$ cat config.mk
export PLATFORM = sky130hd
export DESIGN_NAME = arf132b192e1r1w0cbbehcaa4acw_rd_port
export DESIGN_NICKNAME = d
export VERILOG_FILES = /design/src/rtl/arf132b192e1r1w0cbbehcaa4acw_pkg.sv /design/src/rtl/arf132b192e1r1w0cbbehcaa4acw_rd_byp.sv /design/src/rtl/arf132b192e1r1w0cbbehcaa4acw_rd_port.sv
export SDC_FILE = /design/constraint.sdc
export NUM_CORES = 1
export LEC_CHECK = 0
export BUFFER_PORTS_ARGS = -buffer_cell sky130_fd_sc_hd__buf_2
export CAP_MARGIN = 20
export CORE_AREA = 5 5 168 170
export DETAILED_ROUTE_END_ITERATION = 6
export DIE_AREA = 0 0 173 175
export GPL_TIMING_DRIVEN = 0
export PLACE_DENSITY_LB_ADDON = 0.08
export SYNTH_ARGS = -nofsm -noshare
export SYNTH_HDL_FRONTEND = slang
export SYNTH_HIERARCHICAL = 1
export SYNTH_SLANG_ARGS = --single-unit
$ cat constraint.sdc
create_clock -name clk -period 2.6 [get_ports clk]
set_input_delay 0.39 -clock clk [delete_from_list [all_inputs] [get_ports clk]]
set_output_delay 0.39 -clock clk [all_outputs]
set_load 0.05 [all_outputs]
$ cat src/rtl/arf132b192e1r1w0cbbehcaa4acw_pkg.sv
// Shared sizing constants and stage-1 pipeline record for the latch-array read port.
package arf132b192e1r1w0cbbehcaa4acw_pkg;

    localparam int unsigned ENTRIES = 192;
    localparam int unsigned WIDTH   = 132;
    localparam int unsigned ADR_W   = 8;
    localparam int unsigned CNT_W   = 16;

    typedef struct packed {
        logic             vld;
        logic [ADR_W-1:0] adr;
        logic             oor;
        logic             hit;
        logic [WIDTH-1:0] bdata;
    } s1_t;

    function automatic logic [CNT_W-1:0] sat_inc(input logic [CNT_W-1:0] v);
        return (v == '1) ? v : v + CNT_W'(1);
    endfunction

endpackage

$ cat src/rtl/arf132b192e1r1w0cbbehcaa4acw_rd_byp.sv
// Read-address range check and same-cycle write/read address compare.
module arf132b192e1r1w0cbbehcaa4acw_rd_byp #(
    parameter int unsigned ENTRIES = arf132b192e1r1w0cbbehcaa4acw_pkg::ENTRIES,
    parameter int unsigned ADR_W   = arf132b192e1r1w0cbbehcaa4acw_pkg::ADR_W
) (
    input  logic             rd_en,
    input  logic [ADR_W-1:0] rd_adr,
    input  logic             wr_en,
    input  logic [ADR_W-1:0] wr_adr,
    output logic             rd_oor,
    output logic             byp_hit
);

    // One extra bit so ENTRIES == 2**ADR_W still compares correctly.
    localparam logic [ADR_W:0] LIMIT = (ADR_W+1)'(ENTRIES);

    logic wr_oor;

    always_comb begin
        rd_oor  = ({1'b0, rd_adr} >= LIMIT);
        wr_oor  = ({1'b0, wr_adr} >= LIMIT);
        byp_hit = rd_en & wr_en & ~rd_oor & ~wr_oor & (rd_adr == wr_adr);
    end

endmodule

$ cat src/rtl/arf132b192e1r1w0cbbehcaa4acw_rd_port.sv
// Two-stage read port for a 1R1W latch array with write-first bypass of same-cycle writes.
module arf132b192e1r1w0cbbehcaa4acw_rd_port #(
    parameter int unsigned ENTRIES = arf132b192e1r1w0cbbehcaa4acw_pkg::ENTRIES,
    parameter int unsigned WIDTH   = arf132b192e1r1w0cbbehcaa4acw_pkg::WIDTH,
    parameter int unsigned ADR_W   = arf132b192e1r1w0cbbehcaa4acw_pkg::ADR_W,
    parameter int unsigned CTECH   = 1
) (
    input  logic             clk,
    input  logic             rst,
    input  logic             rd_en,
    input  logic [ADR_W-1:0] rd_adr,
    input  logic             wr_en,
    input  logic [ADR_W-1:0] wr_adr,
    input  logic [WIDTH-1:0] wr_data,
    output logic [ADR_W-1:0] arr_rd_adr,
    input  logic [WIDTH-1:0] arr_rdata,
    output logic             rd_vld,
    output logic [WIDTH-1:0] rd_data,
    output logic             rd_err,
    output logic [15:0]      byp_cnt
);

    import arf132b192e1r1w0cbbehcaa4acw_pkg::s1_t;
    import arf132b192e1r1w0cbbehcaa4acw_pkg::sat_inc;

    logic             rd_oor;
    logic             byp_hit;
    s1_t              s1_d, s1_q;
    logic             rd_vld_d, rd_vld_q;
    logic             rd_err_d, rd_err_q;
    logic [WIDTH-1:0] rd_data_d, rd_data_q;
    logic [15:0]      byp_cnt_d, byp_cnt_q;

    arf132b192e1r1w0cbbehcaa4acw_rd_byp #(
        .ENTRIES (ENTRIES),
        .ADR_W   (ADR_W)
    ) u_rd_byp (
        .rd_en   (rd_en),
        .rd_adr  (rd_adr),
        .wr_en   (wr_en),
        .wr_adr  (wr_adr),
        .rd_oor  (rd_oor),
        .byp_hit (byp_hit)
    );

    // A write one cycle earlier is already in the array when stage 2 samples it,
    // so only a same-cycle write needs its data captured here.
    always_comb begin
        s1_d     = s1_q;
        s1_d.vld = rd_en;
        s1_d.oor = rd_oor;
        s1_d.hit = byp_hit;
        if (rd_en) begin
            s1_d.adr = rd_adr;
        end
        if (byp_hit) begin
            s1_d.bdata = wr_data;
        end
    end

    if (CTECH != 0) begin : g_s1_ctech
        // No ctech flop cell is mapped for this record; an inferred flop is used.
        always_ff @(posedge clk) begin
            if (rst) s1_q <= '0;
            else     s1_q <= s1_d;
        end
    end else begin : g_s1_rtl
        always_ff @(posedge clk) begin
            if (rst) s1_q <= '0;
            else     s1_q <= s1_d;
        end
    end

    always_comb begin
        rd_vld_d  = s1_q.vld;
        rd_err_d  = s1_q.vld & s1_q.oor;
        rd_data_d = rd_data_q;
        byp_cnt_d = byp_cnt_q;
        if (s1_q.vld) begin
            if (s1_q.oor)      rd_data_d = '0;
            else if (s1_q.hit) rd_data_d = s1_q.bdata;
            else               rd_data_d = arr_rdata;
            if (s1_q.hit) begin
                byp_cnt_d = sat_inc(byp_cnt_q);
            end
        end
    end

    always_ff @(posedge clk) begin
        if (rst) begin
            rd_vld_q  <= 1'b0;
            rd_err_q  <= 1'b0;
            rd_data_q <= '0;
            byp_cnt_q <= '0;
        end else begin
            rd_vld_q  <= rd_vld_d;
            rd_err_q  <= rd_err_d;
            rd_data_q <= rd_data_d;
            byp_cnt_q <= byp_cnt_d;
        end
    end

    assign arr_rd_adr = s1_q.adr;
    assign rd_vld     = rd_vld_q;
    assign rd_err     = rd_err_q;
    assign rd_data    = rd_data_q;
    assign byp_cnt    = byp_cnt_q;

endmodule

==> out/qor.txt, run 1 <==
Die width = 173 um
Worst Hold Path Cells = 3
Final net count = 2,064
Gpl congestion = 0.835
Yosys cell types = 34
Remaining DRCs = 0
Fmax = 438 MHz
Peak VDD IR = 0.000528 V
Worst EP required = 2960 ps
Slew headroom = 0.430
Least-Margin Pin Slew = 855 ps
Minimum clock period = 2280 ps
Largest net degree at the start of global routing = 14
Setup Skew = 12.6 ps
ANT nets after route = 0
Commonest non-fill, non-tap cell in the layout = buf_2
Row cnt = 60
CTS HTree Levels = 2
Die footprint = 0.0303 mm^2
Layout cell share with drive strength beyond 1 = 0.367
Core Box Area = 0.0266 mm^2
#FFs+latches synth = 293
RR Startpoint = s1_q[132]
Vias/cell = 4.97
Layout area overhead = 30.7%
TritonCTS clock tree = built
Overflow after GRT = 0
Final slew viol count = 0
Syn_nets = 1,589
Max clock buf depth = 3
CTS sink count = 293
Worst reg2reg path depth = 6
Root buffer cell = clkbuf_16
Fin area = 0.0162 mm^2
Final Hold Vio Count = 0
HPWL after DPL = 28,900 um
Pleak = 7.00 nW
Syn Area/Cell = 9.48 um^2
Reg clk slew, reported paths = 60 ps
CP Max Fanout = 10
Worst min path class = input pin to flip-flop
Critical path, cell by cell = buf_2 -> nand2b_1 -> a2111oi_2 -> and3_1 -> buf_2 -> buf_2 -> mux2i_1 -> nor2_1
Worst slack, placed = -343 ps
GRT Overall Usage = 0.243
Placed Area = 0.0150 mm^2
R2R Path End = rd_data[56]
First-pass GRT wire length = 59,400 um
Pwr/cell area = 660 mW/mm^2
Status = completed
Max-cap viol count = 0
Initial antenna violation count = 14
Most frequent cells in the layout = buf_2, dfxtp_1, nor2_1
Total power draw = 10.7 mW
Vias in the first global route = 10,908
Cell mode on critical path = buf_2
YS warnings = 6
Crit end category = flip-flop
I/O Buffers = 440
Worst Slack Setup Final = 319 ps
DR pass1 iterations = 6
DRT Wirelength = 38,600 um
Boundary Pins = 442
Worst path max stage delay = 580 ps
Setup CP Type = input pin to flip-flop
Synthesized cell area = 0.0124 mm^2
Cts repair resizes = 0
# setup viols final = 0
RSZ-0062 raised after global routing = no
Seq/Total Area, Yosys = 0.474
Routed wire per std cell = 17.9 um
Clock Latency Late Sink = 500 ps
Final period utilization = 0.877
CTS Buf Count = 34
Critical Path Slowest Stage Cell = and3_1
Initial Util = 0.465
Worst hold slack = 128 ps
FF-to-FF setup slack = 320 ps
Chip height = 175 um
Crit path launch type = input pin
Post-CTS Setup Repair Bufs = 0
Starting DRT DRC Count = 489
WP data arrival = 2640 ps
Hold path endpoint = s1_q[100]
Via count = 10,704
Hold wc startpoint = wr_data[100]
Post-Synthesis Cells = 1,304
logic make-up after synthesis:
family          Yosys count  synth area share
xor+xnor                  6           0.00425
buf+inv                 105            0.0376
flops                   293             0.474
compound gates          162            0.0682
simple gates            463             0.179
fa+ha+maj                 1           0.00101
mux                     274             0.235
worst max path at each step:
| stage | startpoint | endpoint | slack, ps | cells after the start |
|---|---|---|---|---|
| after floorplan | wr_adr[6] | s1_q[0] | 530 | 7 |
| after global placement | wr_adr[5] | s1_q[55] | -320 | 9 |
| after detailed placement | wr_adr[5] | s1_q[107] | -340 | 9 |
| after CTS | wr_adr[6] | s1_q[59] | 130 | 9 |
| after global routing | wr_adr[5] | s1_q[120] | 80 | 8 |
| final | wr_adr[6] | s1_q[56] | 320 | 8 |
critical path: cells and delay by family:
| kind | cells | cell delay, ps |
|---|---|---|
| compound gates | 1 | 320 |
| simple gates | 3 | 770 |
| buf+inv | 3 | 900 |
| mux | 1 | 240 |
cell usage after synthesis, drive strengths merged:
master     n  share of area
nor4b      1        0.00071
nand4      6         0.0035
nand2      9         0.0027
nand2b     1        0.00051
mux2     134           0.12
buf       38          0.017
a2111oi    1         0.0012
ha         1         0.0010
nand3      5         0.0020
or3        7         0.0035
and2       2         0.0010
clkbuf    66          0.020
nand3b     1        0.00061
dfxtp    293           0.47
mux2i    140           0.11
xor2       6         0.0043
or2        1        0.00051
nor4       2         0.0015
o31ai      9         0.0055
o21ai      6         0.0024
nor3       2        0.00081
and4       3         0.0021
nor2     274          0.083
and3       1        0.00051
a21oi    146          0.059
or4        7         0.0043
nor2b    140          0.071
inv        1        0.00030
or3b       1        0.00071
where the power goes:
group          switching [mW]  internal, mW  leakage (nW)
Sequential             0.0477          4.59          2.38
Combinational           0.765         0.432          4.06
Clock                    1.84          2.99         0.567
through the flow:
step	utilization	TNS (ps)	cells
after floorplan	-	0	1304
after global placement	0.564	-29990	2085
after detailed placement	0.564	-32380	2085
after CTS	0.607	0	2145
after global routing	0.608	0	2152
final	0.608	0	2152
routing by layer:
layer / share of wire / track usage / vias up
met5: 0.0019 / 0 / -
met4: 0.030 / 0.0848 / 12
met3: 0.079 / 0.0718 / 83
met2: 0.48 / 0.412 / 380
met1: 0.41 / 0.297 / 4893
li1: - / - / 5336
timing repair:
item | CTS | global route
hold buffers | 0 | 0
endpoints found under the hold margin | 0 | 0
endpoints found under the setup margin | 0 | 68
state kept, by name (all words and copies together) (netlist names):
| register | cells |
|---|---|
| rd_data | 132 |
| arr_rd_adr | 8 |
| rd_err | 1 |
| byp_cnt | 16 |
| rd_vld_d | 1 |
| s1_q | 134 |
| rd_vld | 1 |
cell type report:
cell class | count | area, um^2
buffer | 103 | 458
tap | 341 | 427
fill | 2437 | 10400
sequential | 293 | 5870
inverter | 1 | 3.75
antenna | 8 | 20.0
clock buffer | 51 | 1050
multi-input combinational | 906 | 6030
timing repair buffer | 440 | 2200
clock inverter | 9 | 101
Note: power is estimated with default switching activity, not from simulation.
==> run 2: changes to the inputs <==
--- a/config.mk
+++ b/config.mk
@@ -5,11 +5,11 @@
 export SDC_FILE = /design/constraint.sdc
 export NUM_CORES = 1
 export LEC_CHECK = 0
-export BUFFER_PORTS_ARGS = -buffer_cell sky130_fd_sc_hd__buf_2
 export CAP_MARGIN = 20
-export CORE_AREA = 5 5 168 170
+export CORE_AREA = 5 5 169 171
 export DETAILED_ROUTE_END_ITERATION = 6
-export DIE_AREA = 0 0 173 175
+export DIE_AREA = 0 0 174 176
+export DONT_BUFFER_PORTS = 1
 export GPL_TIMING_DRIVEN = 0
 export PLACE_DENSITY_LB_ADDON = 0.08
 export SYNTH_ARGS = -nofsm -noshare
==> out/qor.txt, run 2 (synthesis results as in run 1) <==
DR pass1 iterations = 4 (-2)
Worst reg2reg path depth = 6 (unchanged)
CTS HTree Levels = 2 (unchanged)
Clock share of power = 0.460 (+0.007)
Routed wire per std cell = 21.4 um (+19%)
ANT nets after route = 0 (unchanged)
Most frequent cells in the layout = dfxtp_1, nor2_1, a21oi_1
Setup Skew = 9.93 ps (-2.71 ps)
Status = completed
Total power draw = 10.2 mW (-4.0%)
I/O Buffers = 0 (-100%)
Most flops, register = s1_q
Largest net degree at the start of global routing = 14 (unchanged)
First-pass GRT wire length = 54,300 um (-8.6%)
Switch Pwr = 2.53 mW (-4.5%)
Via count = 8,926 (-17%)
M1 GR Usage = 0.264 (-0.0331)
WP data arrival = 2790 ps (+150 ps)
Final period utilization = 0.910 (+0.0330)
Starting DRT DRC Count = 390 (-20%)
Root buffer cell = clkbuf_16
Switching share of power = 0.247 (-0.00144)
Row cnt = 60 (unchanged)
Crit path launch = byp_cnt[4]
Worst min path class = input pin to flip-flop
FF-to-FF setup slack = 230 ps (-90 ps)
CTS Buf Count = 34 (unchanged)
Fill cells = 2,494 (+2.3%)
Commonest non-fill, non-tap cell in the layout = dfxtp_1
Worst EP required = 3020 ps (+60 ps)
Reg power frac = 0.487 (+0.052)
Core Box Area = 0.0267 mm^2 (+0.56%)
Final net count = 1,625 (-21%)
Grt peak-use layer = met2
Clock Latency Late Sink = 500 ps (about the same)
Initial Util = 0.463 (-0.00261)
Reg clk slew, reported paths = 60 ps (about the same)
Grt met3 use = 0.105 (+0.0333)
Combined area of the multi-input logic cells = 0.00603 mm^2 (unchanged)
Gpl congestion = 0.788 (-5.7%)
Met2 Use GR = 0.369 (-0.0426)
Remaining DRCs = 0 (unchanged)
Die width = 174 um (+0.58%)
HPWL after DPL = 27,500 um (-5.0%)
Minimum clock period = 2370 ps (+85.9 ps)
Final slew viol count = 0 (unchanged)
CTS sink count = 293 (unchanged)
Chip height = 176 um (+0.57%)
GRT Overall Usage = 0.225 (-0.0181)
Max clock buf depth = 3 (unchanged)
Crit end category = flip-flop
Max-cap viol count = 0 (unchanged)
Largest register FFs = 134 (unchanged)
Peak VDD IR = 0.000517 V (-2.1%)
Initial antenna violation count = 9 (-5)
Finished Core Util = 0.521 (-0.0867)
Pleak = 5.04 nW (-28%)
CP Max Fanout = 10 (unchanged)
RR Startpoint = byp_cnt[4]
Crit path launch type = flip-flop
Die footprint = 0.0306 mm^2 (+1.2%)
Critical Path End = byp_cnt[4]
DRT Wirelength = 36,500 um (-5.3%)
Final Hold Vio Count = 0 (unchanged)
Logic gate share of total power = 0.052 (-0.060)
Setup CP Type = flip-flop to flip-flop
Internal = 7.71 mW (-3.8%)
Boundary Pins = 442 (unchanged)
R2R Path End = byp_cnt[4]
Layout area overhead = 12.7%
Slew headroom = 0.422 (-0.00766)
Layout cell share with drive strength beyond 1 = 0.164 (-0.203)
Post-CTS Setup Repair Bufs = 0 (unchanged)
TritonCTS clock tree = built
FF+latch area = 0.00587 mm^2 (about the same)
RSZ-0062 raised after global routing = no
Least-Margin Pin Slew = 866 ps (+11.5 ps)
Pwr/cell area = 735 mW/mm^2 (+11%)
Fmax = 423 MHz (-3.6%)
Vias/cell = 5.23 (+5.1%)
Overflow after GRT = 0 (unchanged)
Vias in the first global route = 8,906 (-18%)
# setup viols final = 0 (unchanged)
[run 2: cell types whose count changed in the layout (fill, tap and decap cells not counted), sizes merged]
cell      before  now
buf          478   38
clkbuf       116  120
diode          8    4
clkinv         6    3
bufinv         2    0
clkinvlp       1    2
[run 2: what timing repair did]
item | 4_1_cts | 5_1_grt
setup endpoints to repair | 0 | 9
hold buffers | 0 | 0
gates resized for setup | 0 | 2
endpoints found under the hold margin | 0 | 0
[run 2: worst max-delay path: stages (launching register included)]
cell,delay [ps]
dfxtp_1,870
nand4_1,240
nor4_2,500
buf_4,260
buf_6,150
o21ai_0,100
a21oi_1,170
[run 2: area by class of cell]
cell class	instances	area share
antenna	4	0.000718
buffer	104	0.0331
clock buffer	54	0.0789
clock inverter	5	0.00216
inverter	1	0.000269
multi-input combinational	906	0.433
sequential	293	0.421
tap	341	0.0306
[run 2: power by group through the flow]
stage / Combinational, mW / Clock (mW) / Sequential [mW]
final: 0.537 / 4.71 / 4.99
after detailed placement: 0.542 / 0 / 5.09
after floorplan: 0.428 / 0 / 5.05
after CTS: 0.544 / 4.82 / 4.99
after global routing: 0.601 / 5.04 / 5.00
after global placement: 0.537 / 0 / 5.09
[run 2: per-layer routing]
metal / wire length, um / part of all wire
met1: 14600 / 0.40
met3: 3740 / 0.10
met5: 65 / 0.0018
met4: 928 / 0.025
met2: 17200 / 0.47
[run 2: per-stage QoR]
| step | instance area (um^2) | setup TNS [ps] | worst slack (ps) | std cells | hold WS (ps) |
|---|---|---|---|---|---|
| after detailed placement | 12800 | -10580 | -180 | 1645 | 439 |
| after floorplan | 12400 | 0 | 528 | 1304 | 430 |
| after CTS | 13900 | 0 | 112 | 1704 | 23.3 |
| after global placement | 12800 | -10720 | -167 | 1645 | 461 |
| final | 13900 | 0 | 234 | 1708 | 41.5 |
| after global routing | 13900 | 0 | 57.7 | 1708 | 24.3 |
[run 2: how the worst min path moves through the flow]
stage / start / end / slack, ps / depth (start not counted)
2_1_floorplan: s1_q[133] / rd_err / 430 / 1
3_3_place_gp: s1_q[133] / rd_err / 460 / 1
3_5_place_dp: s1_q[133] / rd_err / 440 / 1
4_1_cts: wr_data[68] / s1_q[68] / 20 / 2
5_1_grt: wr_data[19] / s1_q[19] / 20 / 2
6_report: wr_data[99] / s1_q[99] / 40 / 2
